<file path="src/rtl/add_seq_ctrl.sv">
// Serial limb adder/subtractor: one 5-bit limb per clock through a shared adder,
// with a registered inter-limb carry and a small IDLE/ADD/DONE sequencer.
//
// state | meaning
// IDLE  | ready; operands and carry seed captured on start_in
// ADD   | one limb per edge, LSB first; top limb updates carry_out/overflow
// DONE  | one-cycle done_out pulse, then back to IDLE
module add_seq_ctrl #(
  parameter int NUM_LIMBS = 4,
  localparam int W = 5 * NUM_LIMBS
) (
  input  logic         clk,
  input  logic         reset,
  input  logic         start_in,
  input  logic         sub_in,
  input  logic [W-1:0] a_in,
  input  logic [W-1:0] b_in,
  input  logic         carry_in,
  output logic         ready_out,
  output logic         busy_out,
  output logic         done_out,
  output logic [W-1:0] result,
  output logic         carry_out,
  output logic         overflow
);

  localparam int IDX_W = (NUM_LIMBS > 1) ? $clog2(NUM_LIMBS) : 1;

  typedef enum logic [1:0] {
    IDLE = 2'd0,
    ADD  = 2'd1,
    DONE = 2'd2
  } state_t;

  state_t             state_q, state_d;
  logic [W-1:0]       a_q, b_q;
  logic               sub_q;
  logic               carry_q;
  logic [IDX_W-1:0]   limb_idx;
  logic [4:0]         a_limb, b_limb, b_eff;
  logic [5:0]         limb_sum;
  logic               top_cin;
  logic               is_top;

  always_comb begin
    a_limb = '0;
    b_limb = '0;
    for (int i = 0; i < NUM_LIMBS; i++) begin
      if (limb_idx == IDX_W'(i)) begin
        a_limb = a_q[5*i +: 5];
        b_limb = b_q[5*i +: 5];
      end
    end
    b_eff    = sub_q ? ~b_limb : b_limb;
    limb_sum = {1'b0, a_limb} + {1'b0, b_eff} + {5'd0, carry_q};
    // carry into the MSB of this limb, recovered from its sum bit
    top_cin  = a_limb[4] ^ b_eff[4] ^ limb_sum[4];
    is_top   = (limb_idx == IDX_W'(NUM_LIMBS - 1));
  end

  always_ff @(posedge clk) begin
    if (reset) state_q <= IDLE;
    else       state_q <= state_d;
  end

  always_comb begin
    state_d = state_q;
    case (state_q)
      IDLE:    if (start_in) state_d = ADD;
      ADD:     if (is_top)   state_d = DONE;
      DONE:    state_d = IDLE;
      default: state_d = IDLE;
    endcase
  end

  assign ready_out = (state_q == IDLE);
  assign busy_out  = ~ready_out;
  assign done_out  = (state_q == DONE);

  always_ff @(posedge clk) begin
    if (reset) begin
      a_q       <= '0;
      b_q       <= '0;
      sub_q     <= 1'b0;
      carry_q   <= 1'b0;
      limb_idx  <= '0;
      result    <= '0;
      carry_out <= 1'b0;
      overflow  <= 1'b0;
    end else begin
      case (state_q)
        IDLE: begin
          if (start_in) begin
            a_q      <= a_in;
            b_q      <= b_in;
            sub_q    <= sub_in;
            // subtract is a + ~b + 1, so the seed carry is forced high
            carry_q  <= sub_in ? 1'b1 : carry_in;
            limb_idx <= '0;
          end
        end
        ADD: begin
          for (int i = 0; i < NUM_LIMBS; i++) begin
            if (limb_idx == IDX_W'(i)) result[5*i +: 5] <= limb_sum[4:0];
          end
          carry_q  <= limb_sum[5];
          limb_idx <= limb_idx + IDX_W'(1);
          if (is_top) begin
            carry_out <= limb_sum[5];
            overflow  <= top_cin ^ limb_sum[5];
          end
        end
        default: ;
      endcase
    end
  end

endmodule

</file>
<file path="config.mk">
export PLATFORM = sky130hd
export DESIGN_NAME = add_seq_ctrl
export DESIGN_NICKNAME = d
export VERILOG_FILES = /design/src/rtl/add_seq_ctrl.sv
export SDC_FILE = /design/constraint.sdc
export NUM_CORES = 1
export LEC_CHECK = 0
export BUFFER_PORTS_ARGS = -buffer_cell sky130_fd_sc_hd__buf_2
export CAP_MARGIN = 10
export CORE_UTILIZATION = 25
export CTS_CLUSTER_SIZE = 16
export DETAILED_ROUTE_END_ITERATION = 8
export GPL_TIMING_DRIVEN = 0
export HOLD_SLACK_MARGIN = 0.15
export PLACE_DENSITY_LB_ADDON = 0.25
export SETUP_SLACK_MARGIN = 0.1
export SLEW_MARGIN = 20
export SYNTH_ARGS = -nofsm -noshare
export SYNTH_HDL_FRONTEND = slang
export SYNTH_SLANG_ARGS = --single-unit
export TNS_END_PERCENT = 10
</file>
<file path="constraint.sdc">
create_clock -name clk -period 3.1 [get_ports clk]
set_input_delay 0.62 -clock clk [delete_from_list [all_inputs] [get_ports clk]]
set_output_delay 0.62 -clock clk [all_outputs]
set_load 0.005 [all_outputs]
</file>
==> out/metrics.yaml, run 1 <==
run_status:
  status: "finished, final reports clean"
timing:
  timing.slew.headroom: 0.624
  rsz0062_at_grt: "true"
  finalClockSkew_ns: 0.00860
  hold_viol_final: 0
  setup_viol: 0
  worst_slew_pin_slew_ns: 0.564
  final.period_utilization: 0.930
  max_freq_ghz: 0.347
  finalCriticalPeriod_ns: 2.88
  maxSlewViolCount: 0
synth:
  synth_nets: 443
  synth_cell_types: 41
  synth_area_leaders: "dfxtp_1, nand2_1, a21oi_1"
  yosys.area_share.simple: 0.222
  synth_top_flop_cell: "dfxtp_1"
  ys_warn_count: 0
  synth_top_area_cell: "dfxtp_1"
  synth-compound-area-share: 0.219
  synth_top_area_frac: 0.440
  syn_inst: 388
  yosys-mux-area-fraction: 0
  async_flop_share: 0
  synth_top_family_by_area: "simple AND/OR/NAND/NOR gates"
  synthXorXnorAreaFrac: 0.0227
  ys_ff_latch: 68
  synth_fa_ha_area_frac: 0.0453
  avgSynthCellArea_sq_um: 7.97
  syn_area_sq_um: 3090
  synth_edf_count: 0
  ys_seq_area_frac: 0.440
layout:
  design_area_sq_um: 4060
  insertedDiodeCount: 0
  fillers: 1277
  area_growth_syn_to_layout_pct: 31.1
  instances_no_fill: 620
  drive_gt1_frac: 0.264
  fin_nets: 523
power_and_ir_drop:
  irDropWorstVdd_mv: 0.326
  power_frac_clock: 0.461
  p_seq_frac: 0.394
  swShare: 0.254
  combPwrFrac: 0.144
  p_switching_uw: 608
  power_per_cell_area_nw_per_um2: 591
  power_leakage_uw: 0.00165
  power.internal_uw: 1790
  total_power_uw: 2390
cts:
  htreeDepth: 3
  ctsHoldBuffers: 0
  clockBufferDepth: 2
  cts.sinks: 68
  path_clk_slew_ns: 0.05
  worstSkewPairLatency_ns: 0.33
  cts_root_buf: "clkbuf_16"
  cts_tree: "yes"
  numCtsBuffers: 9
die:
  core_area_sq_um: 12000
  rows: 40
  die_area_sq_um: 12800
  die_h_um: 113
  die_w_um: 113
  io_pins: 70
  initial_core_util: 0.257
global_route:
  grt_max_degree: 13
  grt-ovfl-total: 0
  grt_pass1_wl_um: 13800
  grt_pass1_vias: 2824
  grt_use_total: 0.138
  antenna_found_initial: 0
route:
  drt_first_iter_violations: 151
  via_per_inst: 4.61
  vias: 2860
  ant_nets: 0
  drc_errors: 0
  wl_per_cell_um: 13.7
  wirelength_um: 8490
  drtPass1Iterations: 4
job:
  drv_cap: 0
placed_design:
  dp_hpwl_um: 6560
  placed_area_sq_um: 3620
  gp_congestion: 0.780
  port_buffers: 68
  dp_cells: 603
setup_path:
  crit_path_max_fanout: 10
  crit_type: "reg -> reg"
  crit_path_start_kind: "flip-flop"
  cp_data_arrival_time_ns: 3.12
  cp_data_required_time_ns: 3.34
  critPathCaptureType: "flip-flop"
worst_hold_path:
  hold_class: "reg -> reg"
-- routing by layer --
layer	track usage	up-vias	wire length [um]
li1	-	1489	-
met5	0	-	0
met3	0.0375	6	294
met1	0.180	1301	4270
met2	0.227	64	3860
met4	0.0316	0	61
-- repair_timing --
item | in CTS | in global routing
buffers inserted | 1 | 0
endpoints found under the setup margin | 9 | 9
pin swaps | 8 | 2
gates resized for setup | 24 | 5
-- layout make-up --
cell class	instances	area [sq um]	share of cell area
Clock inverter	6	87.6	0.0216
Buffer	26	149	0.0367
Sequential cell	68	1370	0.338
Multi-Input combinational cell	285	1650	0.406
Tap cell	147	184	0.0454
Timing Repair Buffer	69	348	0.0858
Inverter	9	33.8	0.00833
Clock buffer	10	239	0.0589
-- power by group through the flow --
stage / Combinational (uW) / Clock (uW) / Sequential, uW
3_5_place_dp: 322 / 0 / 964
4_1_cts: 341 / 1130 / 944
2_1_floorplan: 213 / 0 / 957
5_1_grt: 383 / 1170 / 950
6_report: 346 / 1100 / 944
3_3_place_gp: 316 / 0 / 962
-- state kept, by name (all words and copies together) (netlist names) --
name	flops
a_q	20
b_q	20
result	20
limb_idx	2
state_q	2
carry_out	1
carry_q	1
overflow	1
sub_q	1
-- synthesized netlist by cell type (2+ instances only) --
| cell type | n |
|---|---|
| a21o_1 | 2 |
| a211oi_1 | 9 |
| and2_2 | 3 |
| dfxtp_1 | 68 |
| nor3_1 | 3 |
| fa_1 | 2 |
| nand2b_1 | 2 |
| a311oi_1 | 2 |
| o21ai_0 | 9 |
| nor2_1 | 15 |
| inv_1 | 9 |
| xor2_1 | 2 |
| nand2_1 | 108 |
| buf_2 | 13 |
| xnor2_1 | 6 |
| ha_1 | 8 |
| nand3b_1 | 11 |
| clkbuf_1 | 10 |
| a221oi_1 | 2 |
| o41ai_1 | 4 |
| nor2b_1 | 6 |
| a22oi_1 | 6 |
| a21oi_1 | 64 |
| o31ai_1 | 5 |
| o21a_1 | 3 |
-- metrics by stage --
| step | TNS [ns] | utilization | setup slack, ns | hold slack (ns) |
|---|---|---|---|---|
| finish | 0 | 0.338 | 0.216 | 0.452 |
| global route | 0 | 0.338 | 0.0912 | 0.473 |
| floorplan | 0 | - | 0.320 | 0.432 |
| global placement | -0.840 | 0.301 | -0.174 | 0.444 |
| CTS | 0 | 0.336 | 0.108 | 0.452 |
| detailed placement | -1.25 | 0.301 | -0.266 | 0.445 |
-- worst paths after layout --
path / from / endpoint / slack (ns) / depth (start not counted)
worst max-delay path: limb_idx[0] / result[4] / 0.22 / 11
worst min-delay path: result[2] / result[2] / 0.45 / 2
worst max register to register: limb_idx[0] / result[4] / 0.22 / 11
worst min register to register: result[2] / result[2] / 0.45 / 2
-- worst max-delay path: stages, from the launching register on --
cell	delay (ns)
dfxtp_4	0.36
ha_2	0.23
buf_2	0.20
buf_2	0.19
nor3_1	0.22
a21oi_1	0.09
fa_2	0.39
fa_2	0.38
nand2b_4	0.16
a21oi_4	0.20
xnor2_2	0.14
o31ai_2	0.24
-- kinds of logic after synthesis --
group	Yosys count
and+or+nand+nor	155
AOI/OAI and AO/OA	112
DFF	68
buffers and inverters	35
adders and majority gates	10
xor gates and xnor gates	8
-- placed cells by master (no fill, tap or decap), drive strengths merged, types with 6 or more instances in the layout --
cell / instances
a211oi: 9
o21ai: 9
clkbuf: 20
nand3b: 11
ha: 8
a22oi: 6
a21oi: 65
inv: 9
dfxtp: 68
nand2: 109
nor2b: 7
buf: 85
nor2: 16
xnor2: 6
No activity file was read; power rests on OpenSTA's default activity.
==> run 2, diff against run 1 <==
Settings changed: ABC_AREA set to 1.
==> run 2 against run 1 <==
Compared with the run above:
- area after synthesis down 0.49%
- clock power hardly changed
- setup slack got worse by 0.016 ns
==> out/metrics.yaml, run 2 <==
run_status:
  status: "finished, final reports clean"
worst_hold_path:
  worstHoldPathCells: 2  # unchanged
  hold_class: "reg -> reg"
die:
  die_h_um: 113  # -0.24%
  rows: 40  # unchanged
  die_area_sq_um: 12800  # -0.48%
  io_pins: 70  # unchanged
  core_area_sq_um: 12000  # unchanged
  die_w_um: 113  # -0.24%
  initial_core_util: 0.256  # -0.00125
cts:
  clockBufferDepth: 2  # unchanged
  cts_tree: "yes"
  htreeDepth: 3  # unchanged
  cts_root_buf: "clkbuf_16"
  cts.sinks: 68  # unchanged
  numCtsBuffers: 9  # unchanged
  worstSkewPairLatency_ns: 0.33  # about the same
  path_clk_slew_ns: 0.06  # about the same
  ctsHoldBuffers: 0  # unchanged
layout:
  fillers: 1301  # +1.9%
  area_growth_syn_to_layout_pct: 31.0
  drive_gt1_frac: 0.250  # -0.0148
  fin_nets: 552  # +5.5%
  insertedDiodeCount: 0  # unchanged
  layout_common_cells: "nor2_1, buf_2, dfxtp_1, nand2_1, o21ai_0"
  final_common_cell: "nor2_1"
  top_regs: "a_q (20), b_q (20), result (20)"
power_and_ir_drop:
  power_leakage_uw: 0.00193  # +17%
  power_per_cell_area_nw_per_um2: 618  # +4.6%
  irDropWorstVdd_mv: 0.221  # -32%
setup_path:
  r2r_cells: 17  # +6
  cp_data_arrival_time_ns: 3.13  # about the same
  critPathCaptureType: "flip-flop"
  cp_top_family: "simple AND/OR/NAND/NOR gates"
  cp_data_required_time_ns: 3.33  # about the same
  path_depth: 17  # +6
  crit_type: "reg -> reg"
  cp.buffers_inverters: 3  # +1
  crit_slowest_cell: "fa_2"
  crit_path_max_incr_delay_ns: 0.41  # +0.02 ns
  path_cells: "inv_1 > ha_1 > inv_1 > nor2_4 > nand2_1 > nand2_1 > o211ai_1 > nand3_1 > nand2_2 > fa_2 > fa_2 > nand3b_1 > nand2_2 > xor2_4 > nand2_1 > nand2_1 > inv_1"
  crit_top_cell: "nand2_1"
  crit_path_start_kind: "flip-flop"
  crit_path_max_fanout: 4  # -6
  rrSetupSlack_ns: 0.20  # -0.02 ns
synth:
  synth_edf_count: 0  # unchanged
  synth_top_area_cell: "dfxtp_1"
  ys_warn_count: 0  # unchanged
  ys_seq_area_frac: 0.442  # +0.00215
  synth_cell_types: 31  # -24%
  ys_ff_latch: 68  # unchanged
  syn_area_sq_um: 3080  # -0.49%
  async_flop_share: 0  # unchanged
  synth_area_leaders: "dfxtp_1, nor2_1, o21ai_0"
  synth_nets: 470  # +6.1%
  synthTopCellsByCount: "nor2_1, dfxtp_1, nand2_1, o21ai_0, a21oi_1"
  synth_top_area_frac: 0.442  # +0.00215
  syn_inst: 415  # +7.0%
  avgSynthCellArea_sq_um: 7.42  # -7.0%
  yosysMostFrequentCell: "nor2_1"
  synth_top_flop_cell: "dfxtp_1"
global_route:
  grt_use_total: 0.138  # -0.000316
  grt_max_degree: 13  # unchanged
  grt_pass1_vias: 2810  # -0.50%
  grt-ovfl-total: 0  # unchanged
  grt_pass1_wl_um: 13600  # -1.2%
  antenna_found_initial: 0  # unchanged
timing:
  final.period_utilization: 0.935  # +0.00512
  timing.slew.headroom: 0.705  # +0.0812
  worst_slew_pin_slew_ns: 0.438  # -0.126 ns
  maxSlewViolCount: 0  # unchanged
  hold_viol_final: 0  # unchanged
  fin_ws_ns: 0.200  # -0.0159 ns
  final.setup.tns_ns: 0  # unchanged
  rsz0062_at_grt: "true"
  finalCriticalPeriod_ns: 2.90  # +0.0159 ns
  setup_viol: 0  # unchanged
  max_freq_ghz: 0.345  # -0.55%
  finalClockSkew_ns: 0.00656  # -0.00204 ns
job:
  drv_cap: 0  # unchanged
placed_design:
  dp_hpwl_um: 6320  # -3.7%
  preCtsSetupSlack_ns: -0.189  # +0.0768 ns
  gp_congestion: 0.838  # +7.4%
  port_buffers: 69  # +1.5%
route:
  drtPass1Iterations: 4  # unchanged
  drt_first_iter_violations: 161  # +6.6%
  drc_errors: 0  # unchanged
  ant_nets: 0  # unchanged
  via_per_inst: 4.39  # -4.8%
  wl_per_cell_um: 13.1  # -4.7%
  vias: 2847  # -0.45%
  wirelength_um: 8460  # -0.37%
## run 2: cell families (layout without fill, tap and decap cells)
logic type / count (synthesis) / in the layout / share of synthesized area
buffers and inverters: 48 / 134 / 0.0695
and+or+nand+nor: 177 / 177 / 0.240
adders and majority gates: 10 / 10 / 0.0455
DFF: 68 / 68 / 0.442
AOI/OAI and AO/OA: 110 / 110 / 0.197
xor gates and xnor gates: 2 / 2 / 0.00569
## run 2: path summary, 6_finish.rpt
path,from,to
worst min-delay path,a_q[11],a_q[11]
worst max register to register,limb_idx[1],result[14]
worst max-delay path,limb_idx[1],result[14]
worst min register to register,a_q[11],a_q[11]
## run 2: where the power goes
part | internal (uW) | leakage (uW) | switching, uW | total [uW]
Clock | 700 | 0.000148 | 385 | 1090
Sequential | 936 | 0.000561 | 38.1 | 974
Combinational | 175 | 0.00122 | 257 | 431
Total | 1810 | 0.00193 | 680 | 2490
## run 2: worst reg2reg max path, delay by kind of cell, from the launching register on
family	cells	cell delay [ns]
AO/OA/AOI/OAI	1	0.11
XOR/XNOR	1	0.20
adder cells (fa/ha/maj)	3	0.93
buffers and inverters	3	0.24
flip-flops	1	0.36
AND/OR/NAND/NOR	9	0.97
## run 2: area by class of cell
| class | count | area (sq um) | area share |
|---|---|---|---|
| buffer | 20 | 134 | 0.0332 |
| tap | 147 | 184 | 0.0456 |
| clock inverter | 6 | 88.8 | 0.0220 |
| clock buffer | 9 | 225 | 0.0559 |
| sequential | 68 | 1370 | 0.340 |
| inverter | 28 | 105 | 0.0261 |
| multi-input combinational | 299 | 1570 | 0.388 |
| timing repair buffer | 71 | 360 | 0.0894 |
## run 2: repair_timing
item / CTS / global route
buffers inserted: 2 / 0
resized for setup: 9 / 25
pin swaps: 2 / 3
endpoints found under the setup margin: 5 / 5
## run 2: per-stage QoR
| stage | hold WS, ns | instance area [sq um] | power, uW | util | std cells |
|---|---|---|---|---|---|
| after detailed placement | 0.451 | 3610 | 1390 | 0.300 | 631 |
| after global routing | 0.496 | 4030 | 2610 | 0.336 | 648 |
| after floorplan | 0.429 | 3080 | 1250 | - | 415 |
| final | 0.462 | 4030 | 2490 | 0.336 | 648 |
| after global placement | 0.441 | 3610 | 1380 | 0.300 | 631 |
| after CTS | 0.458 | 3960 | 2500 | 0.330 | 648 |
## run 2: metal layers
| metal | share of wire | GRT usage |
|---|---|---|
| met4 | 0.011 | 0.0474 |
| met2 | 0.46 | 0.226 |
| met1 | 0.49 | 0.178 |
| met3 | 0.038 | 0.0321 |
| met5 | 0 | 0 |
